$ cat config.mk
export PLATFORM = sky130hd
export DESIGN_NAME = tick_scheduler_flat
export DESIGN_NICKNAME = d
export VERILOG_FILES = /design/src/rtl/tick_scheduler_pkg.sv /design/src/rtl/tick_scheduler_if.sv /design/src/rtl/tick_scheduler_tick_gen.sv /design/src/rtl/tick_scheduler.sv /design/src/flat_wrapper.sv
export SDC_FILE = /design/constraint.sdc
export NUM_CORES = 1
export LEC_CHECK = 0
export BUFFER_PORTS_ARGS = -buffer_cell sky130_fd_sc_hd__buf_2
export CAP_MARGIN = 30
export CORE_MARGIN = 2
export CORE_UTILIZATION = 50
export DETAILED_ROUTE_END_ITERATION = 8
export HOLD_SLACK_MARGIN = 0.12
export PLACE_DENSITY = 0.71
export SLEW_MARGIN = 30
export SYNTH_ARGS = -nofsm -noshare
export SYNTH_HDL_FRONTEND = slang
export SYNTH_SLANG_ARGS = --single-unit
$ cat constraint.sdc
create_clock -name clk_in_50M -period 4.95 [get_ports clk_in_50M]
set_clock_uncertainty 0.2 [all_clocks]
set_input_delay 0.2475 -clock clk_in_50M [delete_from_list [all_inputs] [get_ports clk_in_50M]]
set_output_delay 0.2475 -clock clk_in_50M [all_outputs]
set_load 0.05 [all_outputs]
$ cat src/rtl/tick_scheduler_pkg.sv
// Shared types and helpers for the millisecond tick scheduler.
package tick_scheduler_pkg;

  localparam int DEFAULT_N_CH  = 4;
  localparam int DEFAULT_CNT_W = 16;

  typedef enum logic {
    CH_IDLE = 1'b0,
    CH_BUSY = 1'b1
  } ch_state_t;

  function automatic int calc_div(input int clk_hz, input int tick_hz);
    return clk_hz / tick_hz;
  endfunction

endpackage

$ cat src/rtl/tick_scheduler_if.sv
// Client-facing request/grant bundle of the tick scheduler.
interface tick_scheduler_if
  import tick_scheduler_pkg::*;
#(
  parameter int N_CH  = DEFAULT_N_CH,
  parameter int CNT_W = DEFAULT_CNT_W
);
  // req[i] acts as a level valid held until ack[i]; ack[i] is the one-cycle
  // ready/grant, and dur_ms slice i is captured on the edge that raises ack[i].
  logic [N_CH-1:0]       req;
  logic [N_CH*CNT_W-1:0] dur_ms;
  logic [N_CH-1:0]       cancel;
  logic [N_CH-1:0]       ack;
  logic [N_CH-1:0]       busy;
  logic [N_CH-1:0]       done;
  logic                  tick;

  modport master (output req, dur_ms, cancel, input ack, busy, done, tick);
  modport slave  (input req, dur_ms, cancel, output ack, busy, done, tick);

endinterface

$ cat src/rtl/tick_scheduler_tick_gen.sv
// Free-running divider producing a registered one-cycle strobe every DIV clocks.
module tick_gen
  import tick_scheduler_pkg::*;
#(
  parameter int CLK_HZ  = 50_000_000,
  parameter int TICK_HZ = 1000
) (
  input  logic clk_in_50M,
  input  logic reset,
  output logic tick
);
  localparam int DIV   = calc_div(CLK_HZ, TICK_HZ);
  localparam int DIV_W = $clog2(DIV);
  localparam logic [DIV_W-1:0] LAST = DIV_W'(DIV - 1);

  logic [DIV_W-1:0] r_cnt;
  logic             r_tick;

  always_ff @(posedge clk_in_50M or posedge reset) begin
    if (reset) begin
      r_cnt  <= '0;
      r_tick <= 1'b0;
    end else begin
      r_tick <= (r_cnt == LAST);
      r_cnt  <= (r_cnt == LAST) ? '0 : r_cnt + DIV_W'(1);
    end
  end

  assign tick = r_tick;

endmodule

$ cat src/rtl/tick_scheduler.sv
// Round-robin granted one-shot delay timers sharing a single tick time base.
module tick_scheduler
  import tick_scheduler_pkg::*;
#(
  parameter int N_CH    = DEFAULT_N_CH,
  parameter int CLK_HZ  = 50_000_000,
  parameter int TICK_HZ = 1000,
  parameter int CNT_W   = DEFAULT_CNT_W
) (
  input  logic              clk_in_50M,
  input  logic              reset,
  tick_scheduler_if.slave   sl,
  output ch_state_t         o_dbg_state [N_CH]
);
  localparam int PTR_W = $clog2(N_CH);
  localparam logic [PTR_W-1:0] PTR_RST = PTR_W'(N_CH - 1);

  logic             w_tick;
  logic [N_CH-1:0]  w_elig, w_grant, w_busy, w_done;
  logic [N_CH-1:0]  r_ack;
  logic [PTR_W-1:0] r_ptr, w_ptr_nxt, w_cand;
  logic [PTR_W:0]   w_sum;
  logic             w_found;

  tick_gen #(.CLK_HZ(CLK_HZ), .TICK_HZ(TICK_HZ)) u_tick_gen (
    .clk_in_50M (clk_in_50M),
    .reset      (reset),
    .tick       (w_tick)
  );

  assign w_elig = sl.req & ~w_busy & ~sl.cancel;

  // Search starts one past the last winner so every requester gets a turn.
  always_comb begin
    w_grant   = '0;
    w_ptr_nxt = r_ptr;
    w_found   = 1'b0;
    w_sum     = '0;
    w_cand    = '0;
    for (int k = 1; k <= N_CH; k++) begin
      w_sum = {1'b0, r_ptr} + (PTR_W+1)'(k);
      if (w_sum >= (PTR_W+1)'(N_CH)) w_sum = w_sum - (PTR_W+1)'(N_CH);
      w_cand = w_sum[PTR_W-1:0];
      if (!w_found && w_elig[w_cand]) begin
        w_found         = 1'b1;
        w_grant[w_cand] = 1'b1;
        w_ptr_nxt       = w_cand;
      end
    end
  end

  always_ff @(posedge clk_in_50M or posedge reset) begin
    if (reset) begin
      r_ptr <= PTR_RST;
      r_ack <= '0;
    end else begin
      r_ptr <= w_ptr_nxt;
      r_ack <= w_grant;
    end
  end

  for (genvar i = 0; i < N_CH; i++) begin : g_ch
    ch_state_t        r_state, w_state_nxt;
    logic [CNT_W-1:0] r_cnt, w_cnt_nxt, w_dur;
    logic             r_done, w_done_nxt;

    assign w_dur = sl.dur_ms[i*CNT_W +: CNT_W];

    always_ff @(posedge clk_in_50M or posedge reset) begin
      if (reset) begin
        r_state <= CH_IDLE;
        r_cnt   <= '0;
        r_done  <= 1'b0;
      end else begin
        r_state <= w_state_nxt;
        r_cnt   <= w_cnt_nxt;
        r_done  <= w_done_nxt;
      end
    end

    // A grant only reaches an idle channel, so a tick on the grant edge never
    // touches the freshly loaded count; cancel outranks expiry.
    always_comb begin
      w_state_nxt = r_state;
      w_cnt_nxt   = r_cnt;
      w_done_nxt  = 1'b0;
      case (r_state)
        CH_IDLE: begin
          if (w_grant[i]) begin
            if (w_dur == '0) begin
              w_done_nxt = 1'b1;
            end else begin
              w_state_nxt = CH_BUSY;
              w_cnt_nxt   = w_dur;
            end
          end
        end
        CH_BUSY: begin
          if (sl.cancel[i]) begin
            w_state_nxt = CH_IDLE;
            w_cnt_nxt   = '0;
          end else if (w_tick) begin
            if (r_cnt <= CNT_W'(1)) begin
              w_state_nxt = CH_IDLE;
              w_cnt_nxt   = '0;
              w_done_nxt  = 1'b1;
            end else begin
              w_cnt_nxt = r_cnt - CNT_W'(1);
            end
          end
        end
        default: begin
          w_state_nxt = CH_IDLE;
          w_cnt_nxt   = '0;
        end
      endcase
    end

    assign w_busy[i]      = (r_state == CH_BUSY);
    assign w_done[i]      = r_done;
    assign o_dbg_state[i] = r_state;
  end

  assign sl.ack  = r_ack;
  assign sl.busy = w_busy;
  assign sl.done = w_done;
  assign sl.tick = w_tick;

endmodule

$ cat src/flat_wrapper.sv
// flat-port wrapper written by rule: the top's interface ports become plain ports
module tick_scheduler_flat import tick_scheduler_pkg::*;
#(
  parameter int N_CH    = DEFAULT_N_CH,
  parameter int CLK_HZ  = 50_000_000,
  parameter int TICK_HZ = 1000,
  parameter int CNT_W   = DEFAULT_CNT_W
)
  (clk_in_50M, reset, o_dbg_state, sl_req, sl_dur_ms, sl_cancel, sl_ack, sl_busy, sl_done, sl_tick);
  tick_scheduler_if #(.N_CH(N_CH), .CNT_W(CNT_W)) sl_i ();
  input  logic clk_in_50M;
  input  logic reset;
  output ch_state_t o_dbg_state[N_CH];
  input wire logic [$bits(sl_i.req)-1:0] sl_req;
  input wire logic [$bits(sl_i.dur_ms)-1:0] sl_dur_ms;
  input wire logic [$bits(sl_i.cancel)-1:0] sl_cancel;
  output wire logic [$bits(sl_i.ack)-1:0] sl_ack;
  output wire logic [$bits(sl_i.busy)-1:0] sl_busy;
  output wire logic [$bits(sl_i.done)-1:0] sl_done;
  output wire logic [$bits(sl_i.tick)-1:0] sl_tick;
  assign sl_i.req = sl_req;
  assign sl_i.dur_ms = sl_dur_ms;
  assign sl_i.cancel = sl_cancel;
  assign sl_ack = sl_i.ack;
  assign sl_busy = sl_i.busy;
  assign sl_done = sl_i.done;
  assign sl_tick = sl_i.tick;
  tick_scheduler #(.N_CH(N_CH), .CLK_HZ(CLK_HZ), .TICK_HZ(TICK_HZ), .CNT_W(CNT_W)) u_core (.clk_in_50M(clk_in_50M), .reset(reset), .sl(sl_i), .o_dbg_state(o_dbg_state));
endmodule
Word level (Yosys, flattened, before mapping)
Index checks and enable logic that the tools add are counted.
{"block": "classes", "add_sub_neg": 13, "n_mul": 0, "div": 0, "n_lt_le_gt_ge": 16, "eq_ne": 13, "n_shift": 0, "muxes": 104, "n_bitwise": 11, "n_reduce_logical": 19}
{"operator": "16-bit two-way mux", "count": 21}
{"operator": "16-bit case mux with 2 select lines", "count": 4}
{"operator": "16-bit by 1-bit <= comparator with 1-bit output, second input constant", "count": 4}
{"operator": "16-bit zero test", "count": 4}
{"operator": "16-bit by 1-bit subtractor with 16-bit output, second input constant", "count": 4}
{"operator": "1-bit two-way mux", "count": 51}
{"operator": "16-bit by 1-bit adder with 16-bit output, second input constant", "count": 1}
{"operator": "16-bit == test, second input constant", "count": 1}
{"operator": "2-bit two-way mux", "count": 8}
{"operator": "4-bit two-way mux", "count": 4}
{"operator": "1-bit case mux with 2 select lines", "count": 8}
{"operator": "3-bit >= comparator, second input constant", "count": 4}
{"operator": "2-bit by 3-bit < comparator with 1-bit output, second input constant", "count": 4}
{"operator": "3-bit inequality test, second input constant", "count": 4}
{"operator": "4-bit OR", "count": 3}
{"operator": "3-bit AND reduction", "count": 4}
{"operator": "4-bit bitwise AND", "count": 2}
{"operator": "1-bit binary-select mux with 2-bit select", "count": 4}
{"operator": "1-bit demux with 2-bit select", "count": 4}
{"operator": "2-bit by 1-bit >= comparator with 1-bit output, second input constant", "count": 4}
{"operator": "2-bit by 1-bit inequality test with 1-bit output, second input constant", "count": 4}
{"operator": "2-bit inequality test, second input constant", "count": 4}
{"operator": "4-bit NOT", "count": 2}
{"operator": "2-bit by 1-bit subtractor with 2-bit output, second input constant", "count": 4}
{"operator": "other kinds (7)", "count": 19}
{"block": "word_totals", "reg_bits": 95, "latch_bits": 0, "mem_bits_rw": 0, "romBits": 0, "inputBits": 74, "mem_count": 0}

Depth between registers and ports, before layout
{"block": "depth", "depth_word": 17, "mapped_depth": 11}

Modules after synthesis
Synthesis repeated with hierarchy kept, for this count alone.
{"block": "unflattened", "cells_unflattened": 742, "hier_area_um2": 6386.1}
{"module": "tick_scheduler", "instances": 1, "cells_each": 673, "area_each_um2": 5604.1, "seq_area_each_um2": 1954.4}
{"module": "tick_gen", "instances": 1, "cells_each": 69, "area_each_um2": 782.0, "seq_area_each_um2": 425.4}

Least setup slack after synthesis
OpenSTA, ideal clock, no wires.
{"block": "synth_path", "kind": "reg-to-reg", "start": "reg u_core.r_ptr[1]", "end": "reg u_core.g_ch[3].r_cnt[5]", "setup_time_ns": 0.130, "arrival_ns": 3.302, "path_slack_ns": 1.318, "path_stages_with_launch": 11, "cell_sequence": "dfstp_2 > clkbuf_1 > inv_1 > ha_1 > or4b_2 > a21oi_1 > o221ai_1 > a41oi_1 > o211a_1 > buf_2 > o22ai_1"}
{"block": "synth_via", "elab_chain_cells": 17, "word_cells_on_any_way": 62, "cone_classes": "add/sub: 8; order compare: 12; eq/ne: 1; mux: 27; bitwise: 3; reduce/logical: 11"}
{"item": "from (decl)", "line_no": "tick_scheduler.sv:21", "text": "logic [PTR_W-1:0] r_ptr, w_ptr_nxt, w_cand;"}
{"item": "from (signal assigned)", "line_no": "tick_scheduler.sv:57", "text": "r_ptr <= w_ptr_nxt;"}
{"item": "branches (longest 14 deep; another with 2-bit by 1-bit adder with 3-bit output)"}
{"item": "4-bit two-way mux *", "line_no": "tick_scheduler.sv:44", "text": "if (!w_found && w_elig[w_cand]) begin"}
{"item": "2-bit by 1-bit inequality test with 1-bit output (no source line) *"}
{"item": "3-bit AND reduction (no source line) *"}
{"item": "to (signal assigned)", "line_no": "tick_scheduler.sv:76", "text": "r_cnt <= w_cnt_nxt;"}
{"item": "to (decl)", "line_no": "tick_scheduler.sv:64", "text": "logic [CNT_W-1:0] r_cnt, w_cnt_nxt, w_dur;"}
Every way passes the cells marked *. The select of a mux whose other input is x is not followed.
A chain may end at the register's enable or synchronous reset.

Worst setup path after layout
{"block": "layout_path", "start": "reg u_core.r_ptr[0]", "end": "reg u_core.g_ch[0].r_done"}
{"block": "layout_via", "elab_chain_cells": 17, "word_cells_on_any_way": 62, "cone_classes": "add/sub: 8; order compare: 12; mux: 29; bitwise: 3; reduce/logical: 10"}
{"item": "branches (longest 14 deep; another with 2-bit by 1-bit adder with 3-bit output)"}
{"item": "4-bit two-way mux *", "line_no": "tick_scheduler.sv:44"}
{"item": "1-bit two-way mux *", "line_no": "tick_scheduler.sv:89", "text": "if (w_grant[i]) begin"}
{"item": "1-bit case mux with 2 select lines *", "line_no": "tick_scheduler.sv:87", "text": "case (r_state)"}
{"item": "net u_core.g_ch[0].w_done_nxt", "line_no": "tick_scheduler.sv:65", "text": "logic r_done, w_done_nxt;"}
{"item": "to (signal assigned)", "line_no": "tick_scheduler.sv:77", "text": "r_done <= w_done_nxt;"}
{"item": "to (decl)", "line_no": "tick_scheduler.sv:65"}
Mark *: on every way through the listed nets, which the timed path passes. The select of a mux whose other input is x is not followed.

==> summary.md <==
| Metric | Value |
|---|---|
| Status | `completed` |
| Achievable Freq | `242 MHz` |
| Max_cap viols | `0` |
| Netlist cell types | `72` |
| Synth Area in XOR/XNOR | `0.0149` |
| Maximum vdd ir drop | `0.267 mV` |
| Gr ovfl total | `0` |
| Fin. Hold Viols | `0` |
| Multiplexer share of the synthesized area | `0.0128` |
| Synth Area in Adders | `0.0330` |
| Number of flops mapped to enable cells by yosys | `0` |
| Routed wire length per instance | `17.7 um` |
| IO Count | `just over 90` |
| Area leader, netlist | `dfrtp_1` |
| Antenna Cells | `0` |
| Top post-synthesis cells by area | `dfrtp_1, nand2_1, a21oi_1` |
| Delay of the slowest critical-path stage | `around 700 ps` |
| Synth async-reset ratio | `1.00` |
| Compound-gate portion of the synthesized area | `0.272` |
| Total power | `4.51 mW` |
| Setup CP Type | `reg2reg` |
| Hold Path Stages | `3` |
| CP Cell Sequence | `inv_2 -> ha_1 -> or4b_2 -> a21oi_1 -> o221ai_1 -> a41o_1 -> and2_1 -> o31ai_1 -> dlygate4sd3_1` |
| Min cycle time layout | `4130 ps` |
| Logic pwr share | `0.506` |
| Multi-input combinational cell area | `about 3700 um^2` |
| RSZ-0062 raised after global routing | `no` |
| Total Routing Usage GR | `0.277` |
| Layout area overhead | `23.0%` |
| Largest family of logic cells by synthesized area | `compound AO/OA/AOI/OAI gates` |
| Layout cell share with drive strength beyond 1 | `0.149` |
| Final wirelength | `18,700 um` |
| Min-Delay Path Class | `in2reg` |
| Post_cts resized | `0` |
| CP required | `about 5000 ps` |
| Initial Utilization | `0.511` |
| Clk root buf | `clkbuf_16` |
| Reg2reg start | `u_core.r_ptr[0]` |
| Synth Net Count | `about 850` |
| Residual DRC count | `0` |
| Max FO, Critical Path | `17` |
| Core area | `12,600 um^2` |
| Max Root-Sink Buffers | `2` |
| Post-Synth Simple-Gate Area | `0.241` |
| Post-route cell area | `7930 um^2` |
| Clk sinks | `95` |
| TritonRoute pass-1 iters | `6` |
| Placed inst area | `6910 um^2` |
| Final setup margin | `825 ps` |
| Setup TNS | `0 ps` |
| R2R depth | `9` |
| Fin util | `0.628` |
| Clk slew on worst S/H paths | `60 ps` |
| Type of destination of the critical path | `register` |
| Initial drt markers | `823` |
| Sw Ratio | `0.472` |
| Vias post-DR | `6,758` |
| Mapped Avg Cell Area | `around 8.5 um^2` |
| Net switching power figure | `2.13 mW` |
| Commonest non-fill, non-tap cell in the layout | `dfrtp_1` |
| Vias in the first global route | `roughly 6,600` |
| Sequential fraction of the synthesis area | `0.369` |
| Pre-CTS setup slack | `between 900 and 1000 ps` |
| Clock Power Share | `0.170` |
| Lkg Pwr | `approximately 3.3 nW` |
| Ys flop type | `dfrtp_1` |
| Most frequent cells in the layout | `dfrtp_1, buf_2, nand2_1, dlygate4sd3_1, nor2_1` |
| Initial antenna violation count | `1` |
| Hold WS | `153 ps` |
| Die X | `118 um` |
| Crit path buf inv count | `2` |
| Num CTS Buffers | `9` |
| CP max-delay cell | `dfstp_2` |
| Fillcell total | `approximately 1,100` |
| P per Cell Area | `570 nW/um^2` |
| Startpoint Class | `register` |
| Worst path arrival time | `roughly 4200 ps` |
| Global-route wire length before repair | `32,000 um` |
| Dpl cells | `975` |
| Hold wc startpoint | `sl_cancel[2]` |
| Post-Syn Instances | `755` |
| Worst-Skew Late Latency | `360 ps` |
| # setup viols final | `0` |
| Synth top area share | `0.361` |
| Yosys warning count | `0` |
| FF-to-FF setup slack | `820 ps` |
| Post-Syn Area | `6440 um^2` |
| Tcrit/Tclk final | `0.833` |
| Largest net degree at the start of global routing | `52` |
| Fin. max-slew vios | `0` |
| Register area | `2380 um^2` |
| CTS H-tree depth | `3` |
| #FFs+latches synth | `95` |
| Seq pwr share | `0.323` |
| Placer congestion estimate | `a little under 0.9` |
| Relative slew slack | `0.408` |
| Post-DP HPWL | `12,300 um` |
| Final layout net count | `974` |
| Row count | `41` |
| Cell Int Power | `2.38 mW` |
| Worst R2R End | `u_core.g_ch[0].r_done` |
| Die footprint | `13,800 um^2` |
| CP top delay family | `compound AO/OA/AOI/OAI gates` |
| Pin slew with the least headroom to its limit | `882 ps` |
| Routed Antenna Nets | `0` |
| Overall die height | `118 um` |
| Worst hold endpoint | `u_core.g_ch[2].r_state` |
| Buffers on Ports | `90` |
| Final Non-Filler Cells | `1,060` |
| CTS tree | `done` |
| Post-DR vias/cell | `6.38` |
cell families after synthesis:
family,count (synthesis)
compound gates,248
xor+xnor,11
fa+ha+maj,17
buf+inv,76
flops,95
mux,7
simple gates,301
power groups by stage:
stage	Clock, mW	Combinational [mW]	Sequential, mW
after floorplan	0	1.82	1.36
after global routing	0.805	2.54	1.52
after global placement	0	2.14	1.44
final	0.769	2.29	1.46
after detailed placement	0	2.20	1.46
after CTS	0.778	2.26	1.45
worst register-to-register path, cell delays in order, from the launching register on:
cell and delay [ps]:
dfstp_2 720, inv_2 190, ha_1 400, or4b_2 700
a21oi_1 320, o221ai_1 210, a41o_1 330, and2_1 220
o31ai_1 220, dlygate4sd3_1 570
flip-flops by register name (all words and copies together), names as in the netlist:
| signal | count |
|---|---|
| u_core.g_ch.r_done | 4 |
| u_core.g_ch.r_cnt | 64 |
| u_core.sl.ack | 4 |
| u_core.g_ch.r_state | 4 |
| u_core.r_ptr | 2 |
| u_core.u_tick_gen.r_cnt | 16 |
| u_core.u_tick_gen.tick | 1 |
Yosys cell counts (7+ instances only):
library cell / count
nand3_1: 27
nand4_1: 15
nor3_1: 29
dfrtp_1: 93
inv_1: 26
buf_4: 13
or3_1: 7
clkbuf_1: 23
nor4_1: 34
buf_2: 7
a32oi_1: 13
nand2_1: 74
o211ai_1: 7
o21ai_0: 45
nor2_1: 58
a21o_1: 8
o22ai_1: 28
nor3b_1: 8
nand2b_1: 7
o221ai_1: 25
o311ai_0: 9
a22oi_1: 24
a21oi_1: 45
ha_1: 17
area by class of cell:
cell class / instances / share of cell area
Timing Repair Buffer: 165 / 0.150
Clock buffer: 12 / 0.0311
Multi-Input combinational cell: 584 / 0.469
Sequential cell: 95 / 0.300
Inverter: 28 / 0.0136
Clock inverter: 4 / 0.00884
Tap cell: 172 / 0.0272
how the worst max path moves through the flow:
stage,start,to,slack [ps],cells past startpoint
final,u_core.r_ptr[0],u_core.g_ch[0].r_done,820,9
after global routing,u_core.r_ptr[0],u_core.g_ch[0].r_done,650,9
after CTS,u_core.r_ptr[0],u_core.g_ch[0].r_done,860,9
after detailed placement,u_core.r_ptr[0],u_core.g_ch[1].r_cnt[6],970,8
after global placement,u_core.r_ptr[0],u_core.g_ch[1].r_cnt[6],1020,8
after floorplan,u_core.r_ptr[1],u_core.g_ch[3].r_cnt[5],1320,10
timing repair:
action	CTS	global route
hold buffers	69	0
endpoints found under the hold margin	117	0
buffers inserted	0	0
metal layers:
layer | GRT usage | wire [um] | vias to the layer above
met5 | 0 | 16 | -
met4 | 0.110 | 446 | 2
met3 | 0.0383 | 1140 | 45
met2 | 0.442 | 8680 | 300
met1 | 0.382 | 8440 | 3238
li1 | - | - | 3173
(Power assumes the default switching activity.)
